===== config.mk =====
export PLATFORM = sky130hd
export DESIGN_NAME = usb_clock_report_flat
export DESIGN_NICKNAME = d
export VERILOG_FILES = /design/src/rtl/usb_clock_report_pkg.sv /design/src/rtl/usb_clock_report_if.sv /design/src/rtl/usb_clock_report.sv /design/src/flat_wrapper.sv
export SDC_FILE = /design/constraint.sdc
export NUM_CORES = 1
export LEC_CHECK = 0
export ABC_CLOCK_PERIOD_IN_PS = 5000
export CORE_MARGIN = 8
export CORE_UTILIZATION = 47
export CTS_BUF_LIST = sky130_fd_sc_hd__clkbuf_8
export DETAILED_ROUTE_END_ITERATION = 16
export PLACE_DENSITY_LB_ADDON = 0.2
export SLEW_MARGIN = 10
export SYNTH_ARGS = -nofsm -noshare
export SYNTH_HDL_FRONTEND = slang
export SYNTH_SLANG_ARGS = --single-unit

===== constraint.sdc =====
create_clock -name clk -period 5 [get_ports clk]
set_input_delay 1 -clock clk [delete_from_list [all_inputs] [get_ports clk]]
set_output_delay 1 -clock clk [all_outputs]
set_load 0.05 [all_outputs]

===== src/rtl/usb_clock_report_pkg.sv =====
// Shared types for the clock-to-USB report path: token PIDs, BCD digits, report layout.
// The status byte layout is kept here so host-side decoders and the RTL agree on bit positions.
package usb_clock_report_pkg;

  typedef logic [3:0] bcd_t;

  typedef enum logic [3:0] {
    PID_OUT   = 4'b0001,
    PID_IN    = 4'b1001,
    PID_SOF   = 4'b0101,
    PID_SETUP = 4'b1101,
    PID_DATA0 = 4'b0011,
    PID_DATA1 = 4'b1011,
    PID_ACK   = 4'b0010,
    PID_NAK   = 4'b1010,
    PID_STALL = 4'b1110
  } pid_t;

  typedef logic [0:0] rpt_state_t;
  localparam rpt_state_t IDLE = 1'b0;
  localparam rpt_state_t SEND = 1'b1;

  localparam int RPT_BYTES  = 8;
  localparam int RPT_IDX_W  = 3;
  localparam int STAT_SYNC  = 7;
  localparam int STAT_ERROR = 6;
  localparam int STAT_STALE = 5;

  function automatic logic [7:0] status_byte(input logic sync, input logic error, input logic stale);
    logic [7:0] s;
    s             = '0;
    s[STAT_SYNC]  = sync;
    s[STAT_ERROR] = error;
    s[STAT_STALE] = stale;
    return s;
  endfunction

endpackage


===== src/rtl/usb_clock_report_if.sv =====
// Token strobe from usb_controller plus the report byte stream back to it.
// master = usb_controller side, slave = report generator side.
interface usb_clock_report_if;
  usb_clock_report_pkg::pid_t pid;
  logic                       token_valid;
  logic [6:0]                 address;
  logic [3:0]                 end_point;
  logic [7:0]                 out_data;
  logic                       out_valid;
  logic                       out_ready;
  logic                       out_last;
  logic                       out_nak;

  modport master (
    output pid, token_valid, address, end_point, out_ready,
    input  out_data, out_valid, out_last, out_nak
  );

  modport slave (
    input  pid, token_valid, address, end_point, out_ready,
    output out_data, out_valid, out_last, out_nak
  );
endinterface


===== src/rtl/usb_clock_report.sv =====
// Serves IN tokens with an 8-byte BCD time snapshot (first byte 1 cycle after the token) or a NAK.
// Bytes advance only on out_valid & out_ready; any token during a packet aborts it.
module usb_clock_report
  import usb_clock_report_pkg::*;
#(
  parameter logic [3:0] END_POINT      = 4'd1,
  parameter bit         NAK_WHEN_STALE = 1'b1
) (
  input  logic                clk,
  input  logic                rst,
  input  logic [6:0]          dev_address,
  usb_clock_report_if.slave   usb,
  input  bcd_t [1:0]          year,
  input  bcd_t [1:0]          month,
  input  bcd_t [1:0]          day,
  input  bcd_t [1:0]          hour,
  input  bcd_t [1:0]          minute,
  input  bcd_t [1:0]          second,
  input  logic [2:0]          day_of_week,
  input  logic                dcf77_sync,
  input  logic                dcf77_error
);

  rpt_state_t                   state;
  logic [RPT_IDX_W-1:0]         idx;
  logic [RPT_BYTES-1:0][7:0]    snapshot;
  logic [7:0]                   sec_prev;
  logic                         fresh;
  logic                         nak_q;
  logic                         match;
  logic                         accept;
  logic                         last_accept;
  logic                         new_second;

  assign match       = usb.token_valid && (usb.pid == PID_IN) &&
                       (usb.address == dev_address) && (usb.end_point == END_POINT);
  assign accept      = (state == SEND) && usb.out_ready;
  assign last_accept = accept && !usb.token_valid && (idx == RPT_IDX_W'(RPT_BYTES - 1));
  assign new_second  = (second != sec_prev);

  always_ff @(posedge clk) begin
    if (rst) begin
      state    <= IDLE;
      idx      <= '0;
      snapshot <= '0;
      fresh    <= 1'b0;
      nak_q    <= 1'b0;
      // Track the live second through reset so release alone never looks like a tick.
      sec_prev <= second;
    end else begin
      sec_prev <= second;
      nak_q    <= 1'b0;
      if (new_second) begin
        fresh <= 1'b1;
      end else if (last_accept) begin
        fresh <= 1'b0;
      end
      case (state)
        IDLE: begin
          if (match) begin
            if (fresh || !NAK_WHEN_STALE) begin
              snapshot <= {second, minute, hour, {5'b0, day_of_week}, day, month, year,
                           status_byte(dcf77_sync, dcf77_error, !fresh)};
              idx      <= '0;
              state    <= SEND;
            end else begin
              nak_q <= 1'b1;
            end
          end
        end
        SEND: begin
          if (usb.token_valid) begin
            state <= IDLE;
          end else if (accept) begin
            idx <= idx + RPT_IDX_W'(1);
            if (last_accept) begin
              state <= IDLE;
            end
          end
        end
        default: state <= IDLE;
      endcase
    end
  end

  assign usb.out_valid = (state == SEND);
  assign usb.out_data  = (state == SEND) ? snapshot[idx] : 8'h00;
  assign usb.out_last  = (state == SEND) && (idx == RPT_IDX_W'(RPT_BYTES - 1));
  assign usb.out_nak   = nak_q;

endmodule

===== src/flat_wrapper.sv =====
// flat-port wrapper written by rule: the top's interface ports become plain ports
module usb_clock_report_flat import usb_clock_report_pkg::*;
#(
  parameter logic [3:0] END_POINT      = 4'd1,
  parameter bit         NAK_WHEN_STALE = 1'b1
)
  (clk, rst, dev_address, year, month, day, hour, minute, second, day_of_week, dcf77_sync, dcf77_error, usb_pid, usb_token_valid, usb_address, usb_end_point, usb_out_ready, usb_out_data, usb_out_valid, usb_out_last, usb_out_nak);
  usb_clock_report_if usb_i ();
  input  logic clk;
  input  logic rst;
  input  logic [6:0] dev_address;
  input  bcd_t [1:0] year;
  input  bcd_t [1:0] month;
  input  bcd_t [1:0] day;
  input  bcd_t [1:0] hour;
  input  bcd_t [1:0] minute;
  input  bcd_t [1:0] second;
  input  logic [2:0] day_of_week;
  input  logic dcf77_sync;
  input  logic dcf77_error;
  input wire logic [$bits(usb_i.pid)-1:0] usb_pid;
  input wire logic [$bits(usb_i.token_valid)-1:0] usb_token_valid;
  input wire logic [$bits(usb_i.address)-1:0] usb_address;
  input wire logic [$bits(usb_i.end_point)-1:0] usb_end_point;
  input wire logic [$bits(usb_i.out_ready)-1:0] usb_out_ready;
  output wire logic [$bits(usb_i.out_data)-1:0] usb_out_data;
  output wire logic [$bits(usb_i.out_valid)-1:0] usb_out_valid;
  output wire logic [$bits(usb_i.out_last)-1:0] usb_out_last;
  output wire logic [$bits(usb_i.out_nak)-1:0] usb_out_nak;
  assign usb_i.pid = usb_pid;
  assign usb_i.token_valid = usb_token_valid;
  assign usb_i.address = usb_address;
  assign usb_i.end_point = usb_end_point;
  assign usb_i.out_ready = usb_out_ready;
  assign usb_out_data = usb_i.out_data;
  assign usb_out_valid = usb_i.out_valid;
  assign usb_out_last = usb_i.out_last;
  assign usb_out_nak = usb_i.out_nak;
  usb_clock_report #(.END_POINT(END_POINT), .NAK_WHEN_STALE(NAK_WHEN_STALE)) u_core (.clk(clk), .rst(rst), .dev_address(dev_address), .usb(usb_i), .year(year), .month(month), .day(day), .hour(hour), .minute(minute), .second(second), .day_of_week(day_of_week), .dcf77_sync(dcf77_sync), .dcf77_error(dcf77_error));
endmodule

Yosys cells after proc, flatten, opt, wreduce, memory -nomap -nowiden
Index checks and enable logic that the tools add are counted.
- order comparisons: 1
- eq/ne operators: 9
- add/sub/neg operators: 1
- $mul: 0
- muxes and demuxes: 17
- div/mod/pow operators: 0
- bitwise operators: 2
- shift-type cells: 0
- reduce and logical (&&, ||, !) cells: 13
- operators with widths (cell ; number):
    binary-select mux 8 bit (select 3 bit) ; 1
    two-way mux 8 bit ; 2
    two-way mux 3 bit ; 4
    two-way mux 1 bit ; 8
    != test 8 bit ; 1
    equality test 7 bit ; 1
    logical AND 1 bit ; 7
    case mux 3 bit (2 select lines) ; 1
    equality test 4 x 1 -> 1 bit (second input constant) ; 1
    equality test 4 bit (second input constant) ; 1
    less-than comparator 3 x 4 -> 1 bit (second input constant) ; 1
    != test 2 x 1 -> 1 bit (second input constant) ; 2
    != test 2 bit (second input constant) ; 2
    AND reduction 4 bit ; 1
    adder 3 x 1 -> 3 bit (second input constant) ; 1
    equality test 3 bit (second input constant) ; 1
    AND reduction 3 bit ; 1
    OR reduction 3 bit ; 1
    zero test 1 bit ; 2
    NOT 1 bit ; 2
    case mux 1 bit (2 select lines) ; 1
    nonzero test 2 bit ; 1
- bits of input ports: 79
- flip-flop bits (word level): 68
- ROM bits: 0
- memories: 0
- bits in latches: 0
- output and inout port bits: 11
- RAM bits: 0

Depth between registers and ports, before layout
Gate-level depths: netlist of the first run.
- depth in word-level cells: 7
- depth in mapped cells: 6
- mapped depth without buffers: 5

Least setup slack after synthesis of the first run
No wires, ideal clock.
- path kind: reg-to-output
- from: reg u_core.idx[0]
- to: out usb_out_data[3]
- path buffers: 2
- data required time: 4.000 ns
- stages on the path, launching flop included: 5
- setup slack: 2.214 ns
- arrival: 1.786 ns
- cell sequence: dfxtp_1 -> clkbuf_1 -> buf_2 -> a22oi_1 -> nor2b_1
- longest elaborated chain between the ends: 3
- ends and longest elaborated chain (item ; line ; source):
    start, declared ; usb_clock_report.sv:25 ; logic [RPT_IDX_W-1:0] idx;
    start signal, assigned ; usb_clock_report.sv:75 ; idx <= idx + RPT_IDX_W'(1);
    binary-select mux 8 bit (select 3 bit) ; usb_clock_report.sv:87 ; assign usb.out_data = (state == SEND) ? snapshot[idx] : 8'h00;
    two-way mux 8 bit (implied by the code) ; usb_clock_report.sv:87 ;
    two-way mux 8 bit ; usb_clock_report.sv:87 ;
    end, declared ; flat_wrapper.sv:26 ; output wire logic [$bits(usb_i.out_data)-1:0] usb_out_data;
No other way between the ends. The select of a mux whose other input is x is not followed.

Worst setup path in the final report of the first run
- from: reg u_core.idx[1]
- to: out usb_out_data[2]
The elaborated chain is that of the path after synthesis.

==> results.json, run 1 <==
{
  "grt_pass1_wl_um": 13330,
  "initial_utilization_pct": 48.56,
  "r2r_cells": 5,
  "cap_violations": 0,
  "drive_gt1_share_pct": 8.776,
  "grt_use_total_pct": 16.18,
  "grt_max_degree": 61,
  "crit_fanout": 23,
  "yosysUniqueCellTypes": 37,
  "final_cell_mix": "109 x nand2b_1, 88 x clkdlybuf4s50_1, 68 x dfxtp_1",
  "worstHoldStart": "u_core.snapshot[18]$_SDFFE_PP0P_",
  "regToRegSetupSlack_ns": 2.75,
  "syn_inst": 350,
  "num_vias": 2651,
  "finalCriticalPeriod_ns": 3.885,
  "slowest_delay_ns": 0.92,
  "place.gp.congestion": 0.7740,
  "h-tree-depth": 3,
  "ant_nets": 0,
  "whs_path_depth": 2,
  "leakage_uw": 0.001676,
  "setup_viol": 0,
  "fin_skew_ns": 0.005709,
  "root_buffer": "clkbuf_8",
  "hold_viol": 0,
  "io_buffers": 89,
  "rsz0062_at_grt": "no",
  "r2r-end": "u_core.idx[1]$_SDFFE_PP0P_",
  "cts_setup_buffers": 0,
  "status": "finished clean",
  "fin_setup_tns_ns": 0,
  "numCtsBuffers": 9,
  "die_x_um": 102.8,
  "clkSlewWorstSetupHoldPaths_ns": 0.07,
  "clk_latency_ns": 0.35,
  "utilization_pct": 64.67,
  "synthFlopType": "dfxtp_1",
  "power_density_nw_per_um2": 269.8,
  "path_delay_family": "flip-flops",
  "report.final.slew_viol_count": 0,
  "peakVddDrop_v": 0.0001508,
  "endpoint_kind": "output port",
  "path_cells": "mux4_2 -> nand2b_1 -> o211a_1 -> clkdlybuf4s50_1",
  "place_hpwl_um": 6020,
  "critPathBufInv": 1,
  "crit_required_ns": 4.00,
  "diodes": 0,
  "r2r_start": "u_core.usb.out_valid$_SDFF_PP0_",
  "hold_ws_ns": 0.4727,
  "syn-cell-area_um2": 3541,
  "rows": 31,
  "vias_per_cell": 4.983,
  "fin_area_um2": 4716,
  "fin_crit_sh_pct": 77.70,
  "grt_overflow_total": 0,
  "tritoncts": "yes",
  "drt_iter0_markers": 127,
  "max_freq_ghz": 0.2574,
  "die-area_um2": 10570,
  "nets": 509,
  "worstPathArrival_ns": 2.88,
  "synth-seq-cells": 68,
  "worst_slew_pin_slew_ns": 0.9166,
  "cts_buffer_depth": 2,
  "avgSynthCellArea_um2": 10.12,
  "p_seq_share_pct": 43.0,
  "layout-area-overhead-vs-synth_pct": 33.18,
  "antenna_found_initial": 0,
  "io_pins": 90,
  "holdBufCountCts": 0,
  "wl_um": 8214,
  "hold_end": "u_core.snapshot[18]$_SDFFE_PP0P_",
  "slew_headroom_pct": 38.81,
  "yosys_warnings": 0,
  "clkPwrFrac_pct": 47.9,
  "p_sw_share_pct": 19.80,
  "die_h_um": 102.8,
  "async_flop_share_pct": 0,
  "worstSetupPathType": "reg -> out",
  "drt_first_pass_iters": 4,
  "p_comb_share_pct": 9.1,
  "synth_edf_count": 0,
  "startpoint_type": "register",
  "yosysSeqAreaShare_pct": 38.45,
  "synth_fp_nets": 431,
  "drc": 0,
  "coreArea_um2": 7292,
  "cts_resized": 0,
  "cp_slowest_cell": "dfxtp_1",
  "hold_class": "reg -> reg",
  "cts.sinks": 68,
  "intPower_uw": 1020,
  "grt_pass1_vias": 2709,
  "detail_route.wl_per_cell_um": 15.44,
  "power_switching_uw": 252.0,
  "mostFrequentLayoutCell": "nand2b_1",
  "placed_area_um2": 4443
}
==> power by group through the flow <==
| stage | clock (µW) | combinational (µW) | sequential [µW] |
|---|---|---|---|
| 6_report | 610 | 116 | 547 |
| 3_3_place_gp | 0 | 115 | 559 |
| 2_1_floorplan | 0 | 44.5 | 559 |
| 3_5_place_dp | 0 | 116 | 559 |
| 4_1_cts | 619 | 117 | 547 |
| 5_1_grt | 641 | 125 | 547 |
==> cells by family (layout without fill, tap and decap cells) <==
logic type	Yosys count	count (layout)	share of synthesized area, %
AOI/OAI and AO/OA	21	21	4.594
xor gates and xnor gates	15	15	3.710
adders and majority gates	2	2	0.7066
buffers and inverters	27	110	3.887
DFF	68	68	38.45
muxes	70	70	22.90
and+or+nand+nor	147	147	25.76
==> worst reg2reg max path, cell delays in order (launching register included) <==
cell,delay (ns)
dfxtp_1,0.48
and4bb_1,0.36
nand4_1,0.15
nor4_4,0.26
buf_4,0.59
o32ai_1,0.26
==> synthesized netlist by cell type, types with 3 or more instances <==
library cell | instances | area, µm²
xor2_1 | 4 | 35.03
nor2b_1 | 4 | 25.02
buf_6 | 3 | 33.78
mux4_2 | 8 | 180.2
o211ai_1 | 3 | 22.52
nand2_1 | 16 | 60.06
mux2i_1 | 54 | 540.5
clkbuf_1 | 17 | 63.81
buf_4 | 3 | 22.52
nand4_1 | 4 | 25.02
mux2_2 | 8 | 90.09
nand3b_1 | 3 | 22.52
xnor2_1 | 11 | 96.34
nand2b_1 | 109 | 681.9
o211a_1 | 6 | 60.06
dfxtp_1 | 68 | 1361
==> layer usage <==
layer / GRT usage, % / vias to the layer above / share of wire, %
li1: - / 1345 / -
met1: 20.50 / 1212 / 46
met2: 24.88 / 81 / 45
met3: 4.862 / 13 / 7.6
met4: 7.119 / 0 / 1.9
met5: 0 / - / 0
==> area by class of cell <==
class                           count  area, µm²
Timing Repair Buffer               92      908.4
Fill cell                         622       2576
Clock inverter                      6      135.1
Sequential cell                    68       1361
Multi-Input combinational cell    255       2042
Inverter                            2      7.507
Tap cell                           99      123.9
Clock buffer                       10      137.6
==> how the worst max path moves through the flow <==
stage / from / end / slack, ns / depth (start not counted)
4_1_cts: u_core.idx[1]$_SDFFE_PP0P_ / usb_out_data[2] / 1.08 / 4
6_report: u_core.idx[1]$_SDFFE_PP0P_ / usb_out_data[2] / 1.12 / 4
3_5_place_dp: u_core.idx[1]$_SDFFE_PP0P_ / usb_out_data[2] / 1.45 / 4
2_1_floorplan: u_core.idx[0]$_SDFFE_PP0P_ / usb_out_data[3] / 2.21 / 4
5_1_grt: u_core.idx[1]$_SDFFE_PP0P_ / usb_out_data[0] / 0.90 / 4
3_3_place_gp: u_core.idx[1]$_SDFFE_PP0P_ / usb_out_data[2] / 1.49 / 4
==> state kept, by name, summed over array words and instances, names as in the netlist <==
| name | count |
|---|---|
| u_core.usb.out_nak | 1 |
| u_core.fresh | 1 |
| u_core.idx | 3 |
| u_core.sec_prev | 8 |
| u_core.snapshot | 54 |
| u_core.usb.out_valid | 1 |
==> stage by stage <==
| stage | power, µW | setup WS, ns | instances |
|---|---|---|---|
| final | 1272 | 1.115 | 532 |
| after global routing | 1313 | 0.8977 | 532 |
| after CTS | 1283 | 1.077 | 532 |
| after detailed placement | 675.8 | 1.449 | 516 |
| after global placement | 674.4 | 1.491 | 516 |
| after floorplan | 603.6 | 2.214 | 350 |
No activity file was read; power rests on OpenSTA's default activity.
==> run 2, diff against run 1 <==
--- a/config.mk
+++ b/config.mk
@@ -5,7 +5,7 @@
 export SDC_FILE = /design/constraint.sdc
 export NUM_CORES = 1
 export LEC_CHECK = 0
-export ABC_CLOCK_PERIOD_IN_PS = 5000
+export ABC_CLOCK_PERIOD_IN_PS = 4100
 export CORE_MARGIN = 8
 export CORE_UTILIZATION = 47
 export CTS_BUF_LIST = sky130_fd_sc_hd__clkbuf_8
==> constraint.sdc (replaced) <==
create_clock -name clk -period 4.1 [get_ports clk]
set_input_delay 0.82 -clock clk [delete_from_list [all_inputs] [get_ports clk]]
set_output_delay 0.82 -clock clk [all_outputs]
set_load 0.05 [all_outputs]
==> results.json, run 2 (synthesized netlist as in run 1, its figures left out) <==
{
  "status": "finished clean",
  "p_comb_share_pct": 11.3,
  "finalCriticalPeriod_ns": 3.629,
  "max_freq_ghz": 0.2755,
  "grt.busiest_layer": "met2",
  "p_sw_share_pct": 22.26,
  "holdBufCountCts": 0,
  "drive_gt1_share_pct": 8.083,
  "fin_setup_tns_ns": 0,
  "p_total_uw": 1246,
  "cts.sinks": 68,
  "regToRegSetupSlack_ns": 2.10,
  "numCtsBuffers": 9,
  "largest_register_ffs": 54,
  "cap_violations": 0,
  "worstHoldStart": "u_core.snapshot[14]$_SDFFE_PP0P_",
  "reg.largest.list": "u_core.snapshot (54), u_core.sec_prev (8), u_core.idx (3)",
  "initial_utilization_pct": 48.56,
  "cts_buffer_depth": 2,
  "grt_use_total_pct": 15.83,
  "hold_end": "u_core.snapshot[14]$_SDFFE_PP0P_",
  "final.fill_count": 643,
  "io_pins": 90,
  "met1_usage_pct": 19.51,
  "gr-usage-met2_pct": 25.92,
  "ant_nets": 0,
  "grt_max_degree": 68,
  "root_buffer": "clkbuf_8",
  "die-area_um2": 10570,
  "registers.top_by_ff_count": "u_core.snapshot",
  "vias_per_cell": 5.062,
  "whs_path_depth": 2,
  "intPower_uw": 968.9,
  "fin_crit_sh_pct": 88.52,
  "detail_route.wl_per_cell_um": 15.22,
  "endpoint_kind": "output port",
  "antenna_found_initial": 0,
  "diodes": 0,
  "power_density_nw_per_um2": 270.2,
  "r2r_cells": 5,
  "tritoncts": "yes",
  "cts_resized": 0,
  "wl_um": 8097,
  "clkPwrFrac_pct": 35.2,
  "r2r_start": "u_core.usb.out_valid$_SDFF_PP0_",
  "fin_area_um2": 4613,
  "slew_headroom_pct": 35.87,
  "report.final.slew_viol_count": 0,
  "multi_input_area_um2": 2042,
  "final_cell_mix": "109 x nand2b_1, 88 x clkdlybuf4s50_1, 68 x dfxtp_1",
  "grt_pass1_vias": 2738,
  "grt_overflow_total": 0,
  "worstSetupPathType": "reg -> out",
  "die_x_um": 102.8,
  "p_seq_share_pct": 53.5,
  "place.gp.congestion": 0.7695,
  "layout-area-overhead-vs-synth_pct": 30.28,
  "leakage_uw": 0.001647,
  "hold_viol": 0,
  "h-tree-depth": 3,
  "place_hpwl_um": 5932,
  "rsz0062_at_grt": "no",
  "fin_skew_ns": 0.005405,
  "drt_iter0_markers": 117,
  "hold_class": "reg -> reg",
  "cts_setup_buffers": 0,
  "mostFrequentLayoutCell": "nand2b_1",
  "rows": 31,
  "startpoint_type": "register",
  "worst_slew_pin_slew_ns": 0.9606,
  "r2r-end": "u_core.snapshot[12]$_SDFFE_PP0P_",
  "clkSlewWorstSetupHoldPaths_ns": 0.07,
  "power_switching_uw": 277.4,
  "setup_viol": 0,
  "peakVddDrop_v": 0.0001460,
  "num_vias": 2693,
  "placed_area_um2": 4463,
  "use_met3_pct": 4.524,
  "io_buffers": 89,
  "drt_first_pass_iters": 4,
  "die_h_um": 102.8,
  "crit_fanout": 24,
  "worstPathArrival_ns": 2.81,
  "grt_pass1_wl_um": 13230,
  "crit_required_ns": 3.28,
  "seq_area_um2": 1361,
  "drc": 0,
  "nets": 510,
  "coreArea_um2": 7292,
  "clk_latency_ns": 0.32
}
run 2: area by class of cell:
class / instances / area share, %
clock buffers: 9 / 2.685
clock inverters: 6 / 0.5696
inverters: 2 / 0.1627
multi-input cells: 255 / 44.26
flip-flops and latches: 68 / 29.51
well taps: 99 / 2.685
repair buffers: 93 / 20.12
run 2: worst max-delay path by stage:
stage,start,to,slack (ns),depth (start not counted)
final,u_core.idx[0]$_SDFFE_PP0P_,usb_out_data[7],0.47,3
after global routing,u_core.idx[0]$_SDFFE_PP0P_,usb_out_data[7],0.32,3
after CTS,u_core.idx[0]$_SDFFE_PP0P_,usb_out_data[7],0.46,3
after detailed placement,u_core.idx[0]$_SDFFE_PP0P_,usb_out_data[7],0.83,3
after global placement,u_core.idx[0]$_SDFFE_PP0P_,usb_out_data[7],0.90,3
after floorplan,u_core.idx[0]$_SDFFE_PP0P_,usb_out_data[3],1.49,4
run 2: layer usage:
| metal | part of all wire, % | vias to the layer above |
|---|---|---|
| met2 | 47 | 78 |
| met1 | 46 | 1266 |
| met4 | 0.99 | 0 |
| met5 | 0 | - |
| li1 | - | 1343 |
| met3 | 5.9 | 6 |
run 2: power groups by stage:
| stage | combinational (µW) | sequential [µW] | clock (µW) |
|---|---|---|---|
| after floorplan | 54.3 | 682 | 0 |
| after global placement | 140 | 682 | 0 |
| after detailed placement | 142 | 682 | 0 |
| after CTS | 142 | 667 | 453 |
| after global routing | 151 | 667 | 485 |
| final | 141 | 667 | 439 |
run 2: through the flow:
stage	utilization [%]	cells	hold WS, ns	worst slack (ns)
global placement	61.20	517	0.4568	0.8955
finish	63.26	532	0.4721	0.4705
CTS	63.26	532	0.4774	0.4636
global route	63.26	532	0.4947	0.3238
floorplan	-	350	0.4452	1.494
detailed placement	61.20	517	0.4667	0.8305
run 2: worst max-delay path, cell delays in order (launching register included):
cell and delay (ns):
dfxtp_1 0.95, mux4_2 0.60, o211a_1 0.22, clkdlybuf4s50_1 0.70
